<file path="config.mk">
export PLATFORM = sky130hd
export DESIGN_NAME = ascensor_ctrl_n
export DESIGN_NICKNAME = d
export VERILOG_FILES = /design/src/rtl/ascensor_pkg.sv /design/src/rtl/registro_solicitudes_n.sv /design/src/rtl/ascensor_ctrl_n.sv
export SDC_FILE = /design/constraint.sdc
export NUM_CORES = 1
export LEC_CHECK = 0
export ABC_AREA = 1
export ABC_CLOCK_PERIOD_IN_PS = 2200
export BUFFER_PORTS_ARGS = -buffer_cell sky130_fd_sc_hd__clkbuf_2
export CAP_MARGIN = 10
export CORE_MARGIN = 2
export CORE_UTILIZATION = 52
export CTS_BUF_LIST = sky130_fd_sc_hd__clkbuf_8
export CTS_CLUSTER_DIAMETER = 200
export DETAILED_ROUTE_END_ITERATION = 10
export PLACE_DENSITY = 0.75
export SYNTH_ARGS = -nofsm -noshare
export SYNTH_HDL_FRONTEND = slang
export SYNTH_HIERARCHICAL = 1
export SYNTH_SLANG_ARGS = --single-unit
</file>
<file path="constraint.sdc">
create_clock -name clk -period 2.2 [get_ports clk]
set_input_delay 0.11 -clock clk [delete_from_list [all_inputs] [get_ports clk]]
set_output_delay 0.11 -clock clk [all_outputs]
set_load 0.02 [all_outputs]
</file>
<file path="src/rtl/ascensor_pkg.sv">
// Shared definitions for the elevator controller: state codes, motor/door codes
// and the request-scan helpers used by the SCAN policy.
package ascensor_pkg;

    localparam int MAX_PISOS = 64;

    typedef logic [2:0] estado_t;

    localparam estado_t REPOSO   = 3'd0;
    localparam estado_t MOVIENDO = 3'd1;
    localparam estado_t ABRIENDO = 3'd2;
    localparam estado_t ABIERTA  = 3'd3;
    localparam estado_t CERRANDO = 3'd4;

    localparam logic [1:0] MOTOR_STOP   = 2'b00;
    localparam logic [1:0] MOTOR_SUBE   = 2'b01;
    localparam logic [1:0] MOTOR_BAJA   = 2'b10;

    localparam logic [1:0] PUERTA_HOLD  = 2'b00;
    localparam logic [1:0] PUERTA_ABRIR = 2'b01;
    localparam logic [1:0] PUERTA_CERRAR = 2'b10;

    // Any pending request strictly above floor p.
    function automatic logic hay_arriba(input logic [MAX_PISOS-1:0] req, input int p);
        logic r;
        r = 1'b0;
        for (int i = 0; i < MAX_PISOS; i++)
            if (i > p && req[i]) r = 1'b1;
        return r;
    endfunction

    // Any pending request strictly below floor p.
    function automatic logic hay_abajo(input logic [MAX_PISOS-1:0] req, input int p);
        logic r;
        r = 1'b0;
        for (int i = 0; i < MAX_PISOS; i++)
            if (i < p && req[i]) r = 1'b1;
        return r;
    endfunction

endpackage

</file>
<file path="src/rtl/registro_solicitudes_n.sv">
// Pending-request registers (hall up, hall down, cabin). Clear beats a same-cycle set;
// the registers themselves drive the lamps.
module registro_solicitudes_n #(
    parameter int N_PISOS = 4
) (
    input  logic               clk,
    input  logic               rst,
    input  logic [N_PISOS-1:0] set_subir_i,
    input  logic [N_PISOS-1:0] set_bajar_i,
    input  logic [N_PISOS-1:0] set_cabina_i,
    input  logic [N_PISOS-1:0] clr_subir_i,
    input  logic [N_PISOS-1:0] clr_bajar_i,
    input  logic [N_PISOS-1:0] clr_cabina_i,
    output logic [N_PISOS-1:0] luz_subir_o,
    output logic [N_PISOS-1:0] luz_bajar_o,
    output logic [N_PISOS-1:0] luz_cabina_o
);

    // No up call from the top floor, no down call from the ground floor.
    localparam logic [N_PISOS-1:0] MASK_SUBIR = {1'b0, {(N_PISOS-1){1'b1}}};
    localparam logic [N_PISOS-1:0] MASK_BAJAR = {{(N_PISOS-1){1'b1}}, 1'b0};

    logic [N_PISOS-1:0] subir_q, subir_d;
    logic [N_PISOS-1:0] bajar_q, bajar_d;
    logic [N_PISOS-1:0] cabina_q, cabina_d;

    always_comb begin
        subir_d  = (subir_q  | (set_subir_i & MASK_SUBIR)) & ~clr_subir_i;
        bajar_d  = (bajar_q  | (set_bajar_i & MASK_BAJAR)) & ~clr_bajar_i;
        cabina_d = (cabina_q | set_cabina_i)               & ~clr_cabina_i;
    end

    always_ff @(posedge clk or posedge rst) begin
        if (rst) begin
            subir_q  <= '0;
            bajar_q  <= '0;
            cabina_q <= '0;
        end else begin
            subir_q  <= subir_d;
            bajar_q  <= bajar_d;
            cabina_q <= cabina_d;
        end
    end

    assign luz_subir_o  = subir_q;
    assign luz_bajar_o  = bajar_q;
    assign luz_cabina_o = cabina_q;

endmodule

</file>
<file path="src/rtl/ascensor_ctrl_n.sv">
// One-car elevator controller: SCAN scheduling, floor tracking, door sequencing with
// dwell timer, and a sticky interlock fault that freezes the car until reset.
module ascensor_ctrl_n
    import ascensor_pkg::*;
#(
    parameter int N_PISOS  = 4,
    parameter int W_PISO   = $clog2(N_PISOS),
    parameter int T_PUERTA = 50
) (
    input  logic               clk,
    input  logic               rst,
    input  logic [N_PISOS-1:0] btn_subir,
    input  logic [N_PISOS-1:0] btn_bajar,
    input  logic [N_PISOS-1:0] btn_cabina,
    input  logic               btn_abrir,
    input  logic               btn_cerrar,
    input  logic               puerta_abierta,
    input  logic               puerta_cerrada,
    input  logic               sensor_puertas,
    input  logic               cambio_piso,
    output logic [N_PISOS-1:0] luz_subir,
    output logic [N_PISOS-1:0] luz_bajar,
    output logic [N_PISOS-1:0] luz_cabina,
    output logic [W_PISO-1:0]  piso,
    output logic               dir,
    output logic [1:0]         motor,
    output logic [1:0]         puertas,
    output logic [N_PISOS-1:0] aviso,
    output logic               falla
);

    localparam int W_T = (T_PUERTA > 1) ? $clog2(T_PUERTA) : 1;
    localparam logic [W_T-1:0] T_CARGA = W_T'(T_PUERTA - 1);

    estado_t            estado_q, estado_d;
    logic [W_PISO-1:0]  piso_q, piso_d;
    logic               dir_q, dir_d;
    logic [1:0]         motor_q, motor_d;
    logic [1:0]         puertas_q, puertas_d;
    logic [N_PISOS-1:0] aviso_q, aviso_d;
    logic               falla_q, falla_d;
    logic [W_T-1:0]     timer_q, timer_d;

    logic [N_PISOS-1:0] subir_q, bajar_q, cabina_q;
    logic [N_PISOS-1:0] clr_subir, clr_bajar, clr_cabina;
    logic [MAX_PISOS-1:0] req_ext;

    registro_solicitudes_n #(.N_PISOS(N_PISOS)) u_req (
        .clk         (clk),
        .rst         (rst),
        .set_subir_i (btn_subir),
        .set_bajar_i (btn_bajar),
        .set_cabina_i(btn_cabina),
        .clr_subir_i (clr_subir),
        .clr_bajar_i (clr_bajar),
        .clr_cabina_i(clr_cabina),
        .luz_subir_o (subir_q),
        .luz_bajar_o (bajar_q),
        .luz_cabina_o(cabina_q)
    );

    always_comb begin
        req_ext = '0;
        req_ext[N_PISOS-1:0] = subir_q | bajar_q | cabina_q;
    end

    // Scan view from the current floor and from the floor the car is about to reach.
    logic [W_PISO-1:0] piso_sig;
    logic adel_aqui, atras_aqui, adel_sig, en_limite;
    logic cab_aqui, hall_dir_aqui, hall_opp_aqui, cab_sig, hall_dir_sig;

    always_comb begin
        piso_sig      = dir_q ? piso_q + 1'b1 : piso_q - 1'b1;
        en_limite     = dir_q ? (piso_q == W_PISO'(N_PISOS - 1)) : (piso_q == '0);
        adel_aqui     = dir_q ? hay_arriba(req_ext, int'(piso_q)) : hay_abajo(req_ext, int'(piso_q));
        atras_aqui    = dir_q ? hay_abajo(req_ext, int'(piso_q)) : hay_arriba(req_ext, int'(piso_q));
        adel_sig      = dir_q ? hay_arriba(req_ext, int'(piso_sig)) : hay_abajo(req_ext, int'(piso_sig));
        cab_aqui      = cabina_q[piso_q];
        hall_dir_aqui = dir_q ? subir_q[piso_q] : bajar_q[piso_q];
        hall_opp_aqui = dir_q ? bajar_q[piso_q] : subir_q[piso_q];
        cab_sig       = cabina_q[piso_sig];
        hall_dir_sig  = dir_q ? subir_q[piso_sig] : bajar_q[piso_sig];
    end

    logic              servir, adel_srv;
    logic [W_PISO-1:0] piso_srv;

    always_comb begin
        estado_d   = estado_q;
        piso_d     = piso_q;
        dir_d      = dir_q;
        motor_d    = motor_q;
        puertas_d  = puertas_q;
        aviso_d    = '0;
        falla_d    = falla_q;
        timer_d    = timer_q;
        clr_subir  = '0;
        clr_bajar  = '0;
        clr_cabina = '0;
        servir     = 1'b0;
        adel_srv   = 1'b0;
        piso_srv   = piso_q;

        case (estado_q)
            REPOSO: if (!falla_q) begin
                if (cab_aqui || hall_dir_aqui || (!adel_aqui && hall_opp_aqui)) begin
                    estado_d  = ABRIENDO;
                    puertas_d = PUERTA_ABRIR;
                    servir    = 1'b1;
                    adel_srv  = adel_aqui;
                end else if (adel_aqui) begin
                    if (puerta_cerrada) begin
                        estado_d = MOVIENDO;
                        motor_d  = dir_q ? MOTOR_SUBE : MOTOR_BAJA;
                    end
                end else if (atras_aqui) begin
                    dir_d = ~dir_q;
                end
            end
            MOVIENDO: begin
                if (!puerta_cerrada || (cambio_piso && en_limite)) begin
                    motor_d  = MOTOR_STOP;
                    falla_d  = 1'b1;
                    estado_d = REPOSO;
                end else if (cambio_piso) begin
                    piso_d = piso_sig;
                    if (cab_sig || hall_dir_sig || !adel_sig) begin
                        motor_d           = MOTOR_STOP;
                        aviso_d[piso_sig] = 1'b1;
                        estado_d          = ABRIENDO;
                        puertas_d         = PUERTA_ABRIR;
                        servir            = 1'b1;
                        piso_srv          = piso_sig;
                        adel_srv          = adel_sig;
                    end
                end
            end
            ABRIENDO: if (puerta_abierta) begin
                estado_d  = ABIERTA;
                puertas_d = PUERTA_HOLD;
                timer_d   = T_CARGA;
            end
            ABIERTA: begin
                if (btn_abrir || sensor_puertas) timer_d = T_CARGA;
                else if (btn_cerrar)             timer_d = '0;
                else if (timer_q != '0)          timer_d = timer_q - 1'b1;
                if (timer_q == '0 && !sensor_puertas && !btn_abrir) begin
                    estado_d  = CERRANDO;
                    puertas_d = PUERTA_CERRAR;
                end
            end
            CERRANDO: begin
                if (sensor_puertas || btn_abrir) begin
                    estado_d  = ABRIENDO;
                    puertas_d = PUERTA_ABRIR;
                end else if (puerta_cerrada) begin
                    estado_d  = REPOSO;
                    puertas_d = PUERTA_HOLD;
                end
            end
            default: begin
                estado_d  = REPOSO;
                motor_d   = MOTOR_STOP;
                puertas_d = PUERTA_HOLD;
            end
        endcase

        // Service: cabin and hall-in-direction; at the end of a sweep also the opposite call, and turn.
        if (servir) begin
            clr_cabina[piso_srv] = 1'b1;
            if (dir_q) clr_subir[piso_srv] = 1'b1;
            else       clr_bajar[piso_srv] = 1'b1;
            if (!adel_srv) begin
                if (dir_q) clr_bajar[piso_srv] = 1'b1;
                else       clr_subir[piso_srv] = 1'b1;
                dir_d = ~dir_q;
            end
        end

        // Calls for this floor while the door is in motion or open are already being served.
        if (estado_q == ABRIENDO || estado_q == ABIERTA || estado_q == CERRANDO) begin
            clr_cabina[piso_q] = 1'b1;
            if (dir_q) clr_subir[piso_q] = 1'b1;
            else       clr_bajar[piso_q] = 1'b1;
        end
    end

    always_ff @(posedge clk or posedge rst) begin
        if (rst) begin
            estado_q  <= REPOSO;
            piso_q    <= '0;
            dir_q     <= 1'b1;
            motor_q   <= MOTOR_STOP;
            puertas_q <= PUERTA_HOLD;
            aviso_q   <= '0;
            falla_q   <= 1'b0;
            timer_q   <= '0;
        end else begin
            estado_q  <= estado_d;
            piso_q    <= piso_d;
            dir_q     <= dir_d;
            motor_q   <= motor_d;
            puertas_q <= puertas_d;
            aviso_q   <= aviso_d;
            falla_q   <= falla_d;
            timer_q   <= timer_d;
        end
    end

    assign luz_subir  = subir_q;
    assign luz_bajar  = bajar_q;
    assign luz_cabina = cabina_q;
    assign piso       = piso_q;
    assign dir        = dir_q;
    assign motor      = motor_q;
    assign puertas    = puertas_q;
    assign aviso      = aviso_q;
    assign falla      = falla_q;

endmodule

</file>
==> results of run 1 <==
registers in the layout, summed over array words and instances (netlist names):
register            cells
timer_q                 6
aviso                   4
u_req/luz_bajar_o       4
u_req/luz_cabina_o      4
u_req/luz_subir_o       4
estado_q                3
motor                   2
piso                    2
puertas                 2
dir                     1
falla                   1
worst register-to-register path, delay by kind of cell (launching register included):
family | cells | cell delay (ps)
adders and majority gates | 1 | 200
buffers and inverters | 3 | 320
and+or+nand+nor | 9 | 980
DFF | 1 | 460
AOI/OAI and AO/OA | 1 | 170
worst max path at each step:
stage / slack, ps / to / cells past startpoint
after floorplan: -60 / u_req/luz_bajar_o[1] / 17
after global placement: 50 / u_req/luz_subir_o[3] / 13
after detailed placement: 30 / u_req/luz_subir_o[3] / 13
after CTS: 10 / u_req/luz_bajar_o[0] / 14
after global routing: -110 / u_req/luz_subir_o[2] / 15
final: -50 / u_req/luz_subir_o[0] / 14
cells in the final DEF (no fill, tap or decap), types with 5 or more instances in the layout:
| cell | instances |
|---|---|
| nor2_1 | 47 |
| dfrtp_1 | 30 |
| clkbuf_8 | 6 |
| nand3_4 | 5 |
| o21ai_0 | 22 |
| a21oi_2 | 7 |
| a21oi_1 | 12 |
| nand3_1 | 28 |
| nand2_4 | 9 |
| ha_1 | 5 |
| inv_2 | 5 |
| nand2_1 | 72 |
| clkbuf_2 | 41 |
| nand2_2 | 12 |
| buf_4 | 34 |
| inv_1 | 47 |
through the flow:
stage | hold slack [ps] | total power [µW] | cells | cell area, µm² | setup TNS, ps
global placement | 118 | 3680 | 461 | 2780 | 0
global route | 62.3 | 5190 | 485 | 3190 | -897
finish | 31.4 | 4830 | 485 | 3190 | -109
detailed placement | 126 | 3720 | 461 | 2780 | 0
floorplan | -25.3 | 2930 | 352 | 2400 | -387
CTS | 35.7 | 4240 | 470 | 2890 | 0
per-layer routing:
| layer | global-route usage (%) | up-vias | share of wire, % |
|---|---|---|---|
| met4 | 7.55 | 0 | 2.5 |
| met5 | 0 | - | 0 |
| met1 | 37.9 | 1164 | 44 |
| li1 | - | 1282 | - |
| met2 | 39.1 | 110 | 46 |
| met3 | 4.92 | 20 | 7.0 |
cells by family after synthesis:
| group | count (synthesis) | synth area share, % |
|---|---|---|
| simple gates | 198 | 38.0 |
| buf+inv | 61 | 10.8 |
| compound gates | 51 | 11.9 |
| flops | 33 | 34.8 |
| fa+ha+maj | 7 | 3.69 |
| xor+xnor | 2 | 0.738 |
timing repair:
item                                    in CTS  in global routing
buffers inserted                             0                 15
endpoints found under the hold margin       22                  0
hold buffers                                 1                  0
gates cloned                                 0                  0
pin swaps                                    0                 27
endpoints found under the setup margin       3                 22
resized for setup                            3                 48
final cells by class:
type / instances / area [µm²] / area share [%]
Multi-Input combinational cell: 258 / 1490 / 46.7
Sequential cell: 33 / 830 / 26.0
Timing Repair Buffer: 78 / 493 / 15.5
Inverter: 56 / 220 / 6.90
Clock buffer: 6 / 82.6 / 2.59
Tap cell: 52 / 65.1 / 2.04
Clock inverter: 2 / 11.3 / 0.353
power breakdown:
part           internal (µW)  switching [µW]
clock                    250             243
combinational           1230            2070
sequential               820             210
==> results.json, run 1 <==
{
  "cap_violations": 0,
  "r2r_start": "piso[0]",
  "fmax_mhz": 445,
  "vias": 2576,
  "critPathMostFrequentCell": "nand2_1",
  "worstPathArrival_ps": 2430,
  "syn_to_final_growth_pct": 34.4,
  "synth.avg_cell_area_um2": 6.75,
  "skew_ps": 9.27,
  "die_width_um": 71.6,
  "syn_inst": 352,
  "synth_area_leaders": "dfrtp_1 34%, nand2_1 13%, inv_1 8.1%",
  "h-tree-depth": 2,
  "grt_pass1_wl_mm": 10.5,
  "power_leakage_uw": 0.00167,
  "clkSinkCount": 33,
  "min_period_ps": 2250,
  "fin_crit_sh_pct": 102,
  "startpoint": "piso[0]",
  "numCtsBuffers": 5,
  "drive_gt1_share_pct": 34.4,
  "tightest_slew_ps": 803,
  "crit_required_ps": 2380,
  "ys.flop_type": "dfrtp_1",
  "num_rows": 24,
  "first_global_vias": 2274,
  "dr.pass1.iters": 5,
  "io_pins": 44,
  "synth_edf_count": 0,
  "clk_latency_ps": 300,
  "grt_max_degree": 22,
  "clock_path_buffers": 2,
  "antennaDiodeCount": 0,
  "gp_congestion": 0.946,
  "cts_tree": "built",
  "r2r_end": "u_req/luz_subir_o[0]",
  "n_fill_cell": 345,
  "viasPerCell": 5.31,
  "final_util_pct": 72.8,
  "clk_pin_slew_ps": 70,
  "ff2ff_setup_slack_ps": -50,
  "reg2reg_depth": 14,
  "yosysTopAreaCell": "dfrtp_1",
  "core_mm2": 0.00438,
  "hpwl_mm": 4.78,
  "violations": "setup timing",
  "routed_wl_mm": 6.90,
  "path_class": "flip-flop to flip-flop",
  "synth_cell_types": 31,
  "setup_viol": 5,
  "port_buffers": 41,
  "yosysTopAreaCellShare_pct": 33.7,
  "drc": 0,
  "netlist_area_mm2": 0.00237,
  "async_flop_share_pct": 100,
  "pwr_density_cell_mw_per_mm2": 1510,
  "min_to": "u_req/luz_cabina_o[3]",
  "crit_family": "simple AND/OR/NAND/NOR gates",
  "antenna_found_initial": 0,
  "crit_path_end_kind": "flip-flop",
  "grt.total_usage_pct": 25.9,
  "worstPathMaxFanout": 6,
  "dp_slack_ps": 25.7,
  "die_area_mm2": 0.00512,
  "netlist_top_cells_count": "83 x nand2_1, 51 x inv_1, 51 x nor2_1",
  "slew_viol_final": 0,
  "synth-seq-cells": 33,
  "cp_slowest_stage_delay_ps": 460,
  "yosys_warnings": 6,
  "synth_fp_nets": 379,
  "overflow": 0,
  "hp-start": "btn_cabina[3]",
  "fin_nets": 459,
  "hold_violations": 0,
  "min_path_cells": 3,
  "synth_most_common_cell": "nand2_1",
  "cts-root-buf": "clkbuf_8",
  "status": "finished with violations",
  "hold_path.class": "primary input to flip-flop",
  "max-vdd-ir-drop_v": 0.000696,
  "rsz0062_at_grt": "yes",
  "cp_slowest_cell": "dfrtp_2",
  "routedWlPerCell_um": 14.2,
  "finalWorstSetupSlack_ps": -47.7,
  "die_h_um": 71.6,
  "drt-initial-drc-count": 192,
  "critical_path_buf_inv_count": 3,
  "startpoint_type": "flip-flop",
  "initial_core_util_pct": 54.2,
  "antenna_left": 0,
  "yosysSeqAreaShare_pct": 34.8,
  "max_slew_margin_pct": 46.4,
  "crit_chain": "inv_4, ha_1, inv_1, buf_4, nand2_1, nand3_1, nand2_1, nand2_2, nand3_4, nand2_1, nand2_4, nand3_4, a21oi_2, nor2_1"
}
(Power assumes the default switching activity.)
==> run 2: changes to the inputs <==
Settings changed: GPL_TIMING_DRIVEN from default to 0.
==> results.json, run 2 (synthesis results as in run 1) <==
{
  "power_frac_comb_pct": 67.2,
  "largest_reg_flops": 6,
  "antenna_found_initial": 0,
  "numCtsBuffers": 5,
  "syn_to_final_growth_pct": 34.8,
  "finalWorstSetupSlack_ps": -146,
  "p_int_uw": 2380,
  "viasPerCell": 5.56,
  "violations": "setup timing",
  "cts_tree": "built",
  "critical_path_buf_inv_count": 1,
  "pwr_density_cell_mw_per_mm2": 1550,
  "total_power_uw": 4970,
  "fmax_mhz": 426,
  "die_h_um": 71.6,
  "power.clock.fraction_pct": 11.9,
  "hpwl_mm": 4.74,
  "grt_pass1_wl_mm": 11.0,
  "max_slew_margin_pct": 48.4,
  "finalNonFillerCells": 476,
  "power_frac_seq_pct": 20.9,
  "antennaDiodeCount": 0,
  "hold_path.class": "primary input to flip-flop",
  "first_global_vias": 2361,
  "cp_slowest_stage_delay_ps": 400,
  "crit_required_ps": 2380,
  "fin_nets": 450,
  "status": "finished with violations",
  "worstPathArrival_ps": 2530,
  "final_common_cell": "nand2_1",
  "n_fill_cell": 347,
  "critPathMostFrequentCell": "nand2_4",
  "min_period_ps": 2350,
  "h-tree-depth": 2,
  "finalSetupTns_ps": -1330,
  "crit_chain": "clkinvlp_4, ha_4, nand2_4, nand2_4, nand3_1, nand3_1, nand2_4, o21ai_4, nand2_2, nand2_4, nand3_4, a21oi_2, nor2_1",
  "clk_pin_slew_ps": 70,
  "crit_family": "simple AND/OR/NAND/NOR gates",
  "path_class": "flip-flop to flip-flop",
  "p_sw_share_pct": 52.1,
  "hold_violations": 0,
  "die_width_um": 71.6,
  "core_mm2": 0.00438,
  "clock_path_buffers": 2,
  "startpoint_type": "flip-flop",
  "cap_violations": 0,
  "grt_max_degree": 22,
  "place_inst": 445,
  "most-common-layout-cells": "74 x nand2_1, 47 x inv_1, 46 x nor2_1, 41 x clkbuf_2, 30 x dfrtp_1",
  "max-vdd-ir-drop_v": 0.000956,
  "routedWlPerCell_um": 14.9,
  "grt_use_met1_pct": 40.3,
  "drc": 0,
  "initial_core_util_pct": 54.2,
  "gp_congestion": 0.909,
  "skew_ps": 2.46,
  "setup_viol": 13,
  "slew_viol_final": 0,
  "drt-initial-drc-count": 300,
  "top_register": "timer_q",
  "worstPathMaxFanout": 5,
  "num_rows": 24,
  "power_leakage_uw": 0.00165,
  "grt.total_usage_pct": 27.5,
  "vias": 2645,
  "fin_crit_sh_pct": 107,
  "grt_util_met2_pct": 42.9,
  "overflow": 0,
  "clk_latency_ps": 290,
  "io_pins": 44,
  "drive_gt1_share_pct": 33.5,
  "clkSinkCount": 33,
  "cts-root-buf": "clkbuf_8",
  "p_sw_uw": 2590,
  "dr.pass1.iters": 5,
  "final_util_pct": 73.0,
  "rsz0062_at_grt": "yes",
  "port_buffers": 41,
  "dp_slack_ps": -381,
  "use_met3_pct": 4.50,
  "tightest_slew_ps": 774,
  "routed_wl_mm": 7.07,
  "antenna_left": 0,
  "crit_path_end_kind": "flip-flop",
  "cp_slowest_cell": "dfrtp_2",
  "busiest_layer": "met2",
  "die_area_mm2": 0.00512
}
run 2: final timing paths:
kind                                    start               endpoint  slack [ps]  depth (start not counted)
worst max-delay path                  piso[1]   u_req/luz_bajar_o[2]        -150                         13
worst min-delay path            btn_cabina[0]  u_req/luz_cabina_o[0]          40                          3
worst max register to register        piso[1]   u_req/luz_bajar_o[2]        -150                         13
worst min register to register     puertas[1]             puertas[1]         500                          2
max in group asynchronous                 rst                piso[0]        1160                          3
min in group asynchronous                 rst  u_req/luz_cabina_o[3]         360                          3
run 2: tightest hold or removal path: cells and delay by family:
kind          cells  cell delay [ps]
buf+inv           1               80
simple gates      2              100
run 2: per-stage QoR:
stage                     hold WS [ps]  cell area, µm²
after global placement             121            2670
after global routing              44.2            3200
after detailed placement           136            2670
after CTS                         28.2            3050
final                             37.5            3200
after floorplan                  -25.3            2400
run 2: area by class of cell:
class	instances	area (µm²)	share of cell area [%]
buffer	4	41.3	1.29
clock buffer	6	82.6	2.58
clock inverter	2	33.8	1.06
inverter	56	226	7.08
multi-input combinational	258	1530	47.7
sequential	33	830	25.9
tap	52	65.1	2.03
timing repair buffer	65	395	12.4
run 2: power groups by stage:
stage	combinational (µW)	sequential [µW]	clock [µW]
after global placement	2490	1060	0
after global routing	3620	1060	628
final	3340	1040	591
after CTS	2920	1030	606
after detailed placement	2520	1070	0
after floorplan	1760	1170	0
run 2: what timing repair did:
action                                  in CTS  in global routing
resized for setup                           33                 31
hold buffers                                 1                  0
endpoints found under the setup margin      20                 25
endpoints found under the hold margin       32                  0
setup buffers                               16                  7
pin swaps                                   25                 37
cloned                                       0                  0
run 2: per-layer routing:
metal / wire length, µm / up-vias
li1: - / 1263
met2: 3270 / 136
met4: 114 / 0
met5: 0 / -
met3: 588 / 18
met1: 3100 / 1228
